<file path="src/rtl/sdram_arbiter.sv">
`default_nettype none
// +--------------------------------------------------------------------------+
// | sdram_arbiter                                                            |
// | Sequences the SDRAM command/address bus: init, then refresh/write/read.  |
// | Revision: 1.0                                                            |
// +--------------------------------------------------------------------------+
module sdram_arbiter #(
   parameter int CNT_REF  = 749,
   parameter int MAX_BUSY = 255
) (
   input  logic        clk,
   input  logic        rst_n,
   input  logic [3:0]  init_cmd,
   input  logic [11:0] init_addr,
   input  logic        init_end,
   input  logic [3:0]  aref_cmd,
   input  logic [11:0] aref_addr,
   input  logic        aref_end,
   input  logic        wr_req,
   input  logic [3:0]  wr_cmd,
   input  logic [11:0] wr_addr,
   input  logic        wr_end,
   input  logic        rd_req,
   input  logic [3:0]  rd_cmd,
   input  logic [11:0] rd_addr,
   input  logic        rd_end,
   output logic        aref_en,
   output logic        wr_en,
   output logic        rd_en,
   output logic [3:0]  sdram_cmd,
   output logic [11:0] sdram_addr,
   output logic        ref_miss,
   output logic        err_timeout
);

   localparam int c_BW = $clog2(MAX_BUSY + 1);

   localparam logic [2:0] c_INIT  = 3'd0;
   localparam logic [2:0] c_ARBIT = 3'd1;
   localparam logic [2:0] c_AREF  = 3'd2;
   localparam logic [2:0] c_WRITE = 3'd3;
   localparam logic [2:0] c_READ  = 3'd4;

   localparam logic [3:0]      c_NOP       = 4'b0111;
   localparam logic            c_OP_WR     = 1'b0;
   localparam logic            c_OP_RD     = 1'b1;
   localparam logic [9:0]      c_REF_LAST  = 10'(CNT_REF);
   localparam logic [c_BW-1:0] c_BUSY_LAST = c_BW'(MAX_BUSY - 1);

   logic [2:0]      r_state;
   logic [9:0]      r_timer;
   logic [c_BW-1:0] r_busy;
   logic            r_ref_pend;
   logic            r_last_op;
   logic            r_ref_miss;
   logic            r_err_timeout;

   logic [2:0]      w_state_nxt;
   logic            w_timeout;
   logic            w_wrap;
   logic            w_busy_max;
   logic            w_op_state;

   assign w_op_state = (r_state == c_AREF) || (r_state == c_WRITE) || (r_state == c_READ);
   assign w_busy_max = (r_busy == c_BUSY_LAST);
   assign w_wrap     = (r_state != c_INIT) && (r_timer == c_REF_LAST);

   always_comb begin
      w_state_nxt = r_state;
      w_timeout   = 1'b0;
      case (r_state)
         c_INIT: begin
            if (init_end) w_state_nxt = c_ARBIT;
         end
         c_ARBIT: begin
            if (r_ref_pend)          w_state_nxt = c_AREF;
            else if (wr_req && rd_req)
               w_state_nxt = (r_last_op == c_OP_RD) ? c_WRITE : c_READ;
            else if (wr_req)         w_state_nxt = c_WRITE;
            else if (rd_req)         w_state_nxt = c_READ;
         end
         c_AREF: begin
            if (aref_end)            w_state_nxt = c_ARBIT;
            else if (w_busy_max) begin
               w_state_nxt = c_ARBIT;
               w_timeout   = 1'b1;
            end
         end
         c_WRITE: begin
            if (wr_end)              w_state_nxt = c_ARBIT;
            else if (w_busy_max) begin
               w_state_nxt = c_ARBIT;
               w_timeout   = 1'b1;
            end
         end
         c_READ: begin
            if (rd_end)              w_state_nxt = c_ARBIT;
            else if (w_busy_max) begin
               w_state_nxt = c_ARBIT;
               w_timeout   = 1'b1;
            end
         end
         default: w_state_nxt = c_INIT;
      endcase
   end

   // The timer ticks on the edge leaving INIT so the first ARBIT cycle is count 1.
   always_ff @(posedge clk or negedge rst_n) begin
      if (!rst_n) begin
         r_state       <= c_INIT;
         r_timer       <= 10'd0;
         r_busy        <= '0;
         r_ref_pend    <= 1'b0;
         r_last_op     <= c_OP_RD;
         r_ref_miss    <= 1'b0;
         r_err_timeout <= 1'b0;
      end else begin
         r_state <= w_state_nxt;

         if ((r_state == c_INIT) && !init_end) r_timer <= 10'd0;
         else if (w_wrap)                      r_timer <= 10'd0;
         else                                  r_timer <= r_timer + 10'd1;

         if (w_op_state) r_busy <= r_busy + 1'b1;
         else            r_busy <= '0;

         // A wrap on the same edge as AREF entry keeps the new request pending.
         if (w_wrap) begin
            r_ref_pend <= 1'b1;
            if (r_ref_pend) r_ref_miss <= 1'b1;
         end else if ((r_state == c_ARBIT) && (w_state_nxt == c_AREF)) begin
            r_ref_pend <= 1'b0;
         end

         if (r_state == c_ARBIT) begin
            if (w_state_nxt == c_WRITE) r_last_op <= c_OP_WR;
            if (w_state_nxt == c_READ)  r_last_op <= c_OP_RD;
         end

         if (w_timeout) r_err_timeout <= 1'b1;
      end
   end

   assign aref_en     = (r_state == c_AREF);
   assign wr_en       = (r_state == c_WRITE);
   assign rd_en       = (r_state == c_READ);
   assign ref_miss    = r_ref_miss;
   assign err_timeout = r_err_timeout;

   always_comb begin
      sdram_cmd  = c_NOP;
      sdram_addr = 12'h000;
      case (r_state)
         c_INIT: begin
            sdram_cmd  = init_cmd;
            sdram_addr = init_addr;
         end
         c_AREF: begin
            sdram_cmd  = aref_cmd;
            sdram_addr = aref_addr;
         end
         c_WRITE: begin
            sdram_cmd  = wr_cmd;
            sdram_addr = wr_addr;
         end
         c_READ: begin
            sdram_cmd  = rd_cmd;
            sdram_addr = rd_addr;
         end
         default: begin
            sdram_cmd  = c_NOP;
            sdram_addr = 12'h000;
         end
      endcase
   end

endmodule
`default_nettype wire
</file>
<file path="config.mk">
export PLATFORM = sky130hd
export DESIGN_NAME = sdram_arbiter
export DESIGN_NICKNAME = d
export VERILOG_FILES = /design/src/rtl/sdram_arbiter.sv
export SDC_FILE = /design/constraint.sdc
export NUM_CORES = 1
export LEC_CHECK = 0
export BUFFER_PORTS_ARGS = -buffer_cell sky130_fd_sc_hd__buf_2
export CELL_PAD_IN_SITES_DETAIL_PLACEMENT = 2
export CELL_PAD_IN_SITES_GLOBAL_PLACEMENT = 2
export CORE_UTILIZATION = 26
export DETAILED_ROUTE_END_ITERATION = 12
export GPL_TIMING_DRIVEN = 0
export PLACE_DENSITY = 0.84
export SKIP_CTS_REPAIR_TIMING = 1
export SYNTH_ARGS = -nofsm -noshare
export SYNTH_HDL_FRONTEND = slang
export SYNTH_SLANG_ARGS = --single-unit
</file>
<file path="constraint.sdc">
create_clock -name clk -period 2.66 [get_ports clk]
set_input_delay 0.665 -clock clk [delete_from_list [all_inputs] [get_ports clk]]
set_output_delay 0.665 -clock clk [all_outputs]
set_load 0.03 [all_outputs]
</file>
==> impl_metrics.ini <==
[run_status]
status = complete, no violations

[place]
dpl_cell_area_um2 = 2177
io_buffers = 92
pre_cts_slack_ns = 0.05614
dp.cells = 343
gp_congestion = 0.7186
hpwl_um = 4810

[pwr]
vdd.ir_drop.worst_v = 0.0004404
share_comb_of_total_power_pct = 64.6
p_int_mw = 1.076
p_sw_share_pct = 50.87
clockPowerShare_pct = 10.8
p_leak_nw = 1.160
power_mw = 2.191
p_sw_mw = 1.115
seqPwrFrac_pct = 24.6
powerDensity_nw_per_um2 = 973.5

[detailed_routing]
vias_per_cell = 5.011
wl_per_cell_um = 17.33
vias = 1744
wirelength_um = 6031
antenna_left = 0
drt_pass1_iterations = 4
drc_errors = 0
drt_iter0_markers = 53

[synth]
syn-instance-count = 176
synth_seq_area_share_pct = 38.63
avgSynthCellArea_um2 = 9.220
synth_fp_nets = 252
yosysWarnings = 0
ys_ff_latch = 25
netlist_area_um2 = 1623
synthDistinctLibCells = 40

[floorplanning]
dieHeight_um = 81.01
die_area_um2 = 6562
dieWidth_um = 81.01
rows = 28
ios = 93
coreArea_um2 = 5956
initial_core_util_pct = 27.25

[final_layout]
stdcell_count = 348
drive_gt1_share_pct = 43.59
num_antenna_cells = 0
final_area_um2 = 2251
nNetsFinal = 350
area_delta_synth_final_pct = 38.70

[clock_tree]
ctsRootBufferMaster = clkbuf_8
cts_inserted_buffers = 3
cts_max_path_buffers = 2
clk_transition_reported_paths_ns = 0.09
clock_latency_ns = 0.28
cts_tree = yes
htree_levels = 1
numClockSinks = 25

[timing]
hold_viol = 0
setup_violations = 0
grt_setup_unrepaired = yes
fin_crit_sh_pct = 97.60
finalCriticalPeriod_ns = 2.596
drv_slew = 0
worst_slack_ns = 0.06372
worst_pin_slew_ns = 0.5823
fmaxAchievable_mhz = 385.2
slew-limit-headroom_pct = 61.18
clock_skew_ns = 0.008288

[setup_path]
end_kind = primary output
cp.arrival_ns = 1.93
rr_worst_depth = 4
cp_data_required_time_ns = 2.00
crit_fanout = 10
critPathLaunchType = register
r2r_setup_slack_ns = 0.95
crit_type = register to primary output

[global_routing]
overflow = 0
grt_max_degree = 26
grt_pass1_vias = 1786
grt_pass1_wl_um = 8976
grtUsageTotal_pct = 18.03
grt_antenna_before_repair = 0

[min_path]
hp-class = primary input to asynchronous set/reset pin

[job]
max_cap_viol_count = 0
[Yosys cell counts, drive strengths merged]
| cell | count | area (µm²) |
|---|---|---|
| nor2 | 23 | 93.84 |
| o21ai | 2 | 13.76 |
| and3 | 2 | 12.51 |
| inv | 4 | 15.01 |
| or3 | 2 | 13.77 |
| o21bai | 1 | 7.510 |
| ha | 4 | 50.05 |
| nand4 | 5 | 31.28 |
| nand2b | 1 | 6.260 |
| dfrtp | 24 | 600.6 |
| and4 | 2 | 17.52 |
| nor2b | 2 | 15.02 |
| buf | 8 | 63.80 |
| nor4bb | 1 | 10.01 |
| xnor2 | 5 | 43.79 |
| and2 | 2 | 13.77 |
| dfstp | 1 | 26.28 |
| a21o | 1 | 7.510 |
| nand3 | 5 | 25.02 |
| a22oi | 30 | 225.2 |
| mux2i | 7 | 70.07 |
| nand2 | 22 | 82.58 |
| a21oi | 3 | 18.77 |
| a41oi | 1 | 8.760 |
| nor3 | 3 | 15.01 |
| or3b | 1 | 11.26 |
| o211ai | 1 | 12.51 |
| xor2 | 9 | 78.83 |
| mux2 | 1 | 11.26 |
| a21boi | 1 | 7.510 |
| o22ai | 1 | 6.260 |
| o31ai | 1 | 7.510 |
[final timing paths]
check                                        start                       to
max                           r_state[1]$_DFF_PN0_            sdram_addr[9]
min                                          rst_n     r_timer[8]$_DFF_PN0_
max reg2reg                   r_state[0]$_DFF_PN0_     r_timer[8]$_DFF_PN0_
min reg2reg                err_timeout$_DFFE_PN0P_  err_timeout$_DFFE_PN0P_
max in group asynchronous                    rst_n     r_state[1]$_DFF_PN0_
min in group clk           err_timeout$_DFFE_PN0P_  err_timeout$_DFFE_PN0P_
[power groups by stage]
stage	registers [mW]	clock network (mW)	logic (mW)
6_report	0.539	0.236	1.42
2_1_floorplan	0.523	0	0.988
3_3_place_gp	0.542	0	1.35
4_1_cts	0.542	0.245	1.39
3_5_place_dp	0.546	0	1.39
5_1_grt	0.551	0.260	1.55
[cell families (layout without fill, tap and decap cells)]
| group | Yosys count | after routing | share of synthesized area (%) |
|---|---|---|---|
| mux | 8 | 8 | 5.012 |
| buf+inv | 12 | 109 | 4.856 |
| fa+ha+maj | 4 | 4 | 3.084 |
| compound gates | 42 | 42 | 19.43 |
| flops | 25 | 25 | 38.63 |
| simple gates | 71 | 71 | 21.44 |
| xor+xnor | 14 | 14 | 7.556 |
[placed cells by master, fill, tap and decap left out, types with 3 or more instances in the layout]
master,n
xor2_1,9
ha_1,4
nand3_1,5
buf_4,3
xnor2_1,5
inv_1,3
buf_6,3
buf_2,93
nand4_1,5
dfrtp_1,23
nor2_1,21
a22oi_1,30
nand2_1,22
clkbuf_8,3
mux2i_1,7
[metrics by stage]
stage | util (%) | setup TNS [ns] | hold slack (ns)
after detailed placement | 36.55 | 0 | 0.4499
after global routing | 37.79 | -0.3646 | 0.4034
after floorplan | - | 0 | 0.3694
final | 37.79 | 0 | 0.3751
after global placement | 36.55 | 0 | 0.4490
after CTS | 37.31 | -2.579 | 0.3925
[registers in the layout, summed over array words and instances (netlist names)]
| register | flops |
|---|---|
| r_timer | 10 |
| r_busy | 8 |
| r_state | 3 |
| err_timeout | 1 |
| r_last_op | 1 |
| r_ref_pend | 1 |
| ref_miss | 1 |
[layout make-up]
| class | instances | area [µm²] |
|---|---|---|
| clock buffer | 4 | 45.04 |
| timing repair buffer | 93 | 470.5 |
| fill | 693 | 3705 |
| sequential | 25 | 628.1 |
| buffer | 8 | 66.31 |
| multi-input combinational | 139 | 932.1 |
| tap | 75 | 93.84 |
| inverter | 4 | 15.01 |
[critical path, cell delays in order, from the launching register on]
cell and delay, ns:
dfrtp_2 0.43, buf_4 0.15, nor2_4 0.18, nand2_1 0.14, inv_2 0.15, clkbuf_4 0.24
a22oi_1 0.09, nand2_1 0.06, buf_2 0.21
[per-layer routing]
metal / part of all wire (%) / GRT usage, % / up-vias
met3: 5.5 / 4.270 / 4
li1: - / - / 833
met5: 0 / 0 / -
met1: 44 / 22.11 / 848
met2: 50 / 31.60 / 59
met4: 0.68 / 4.286 / 0
(Power assumes the default switching activity.)
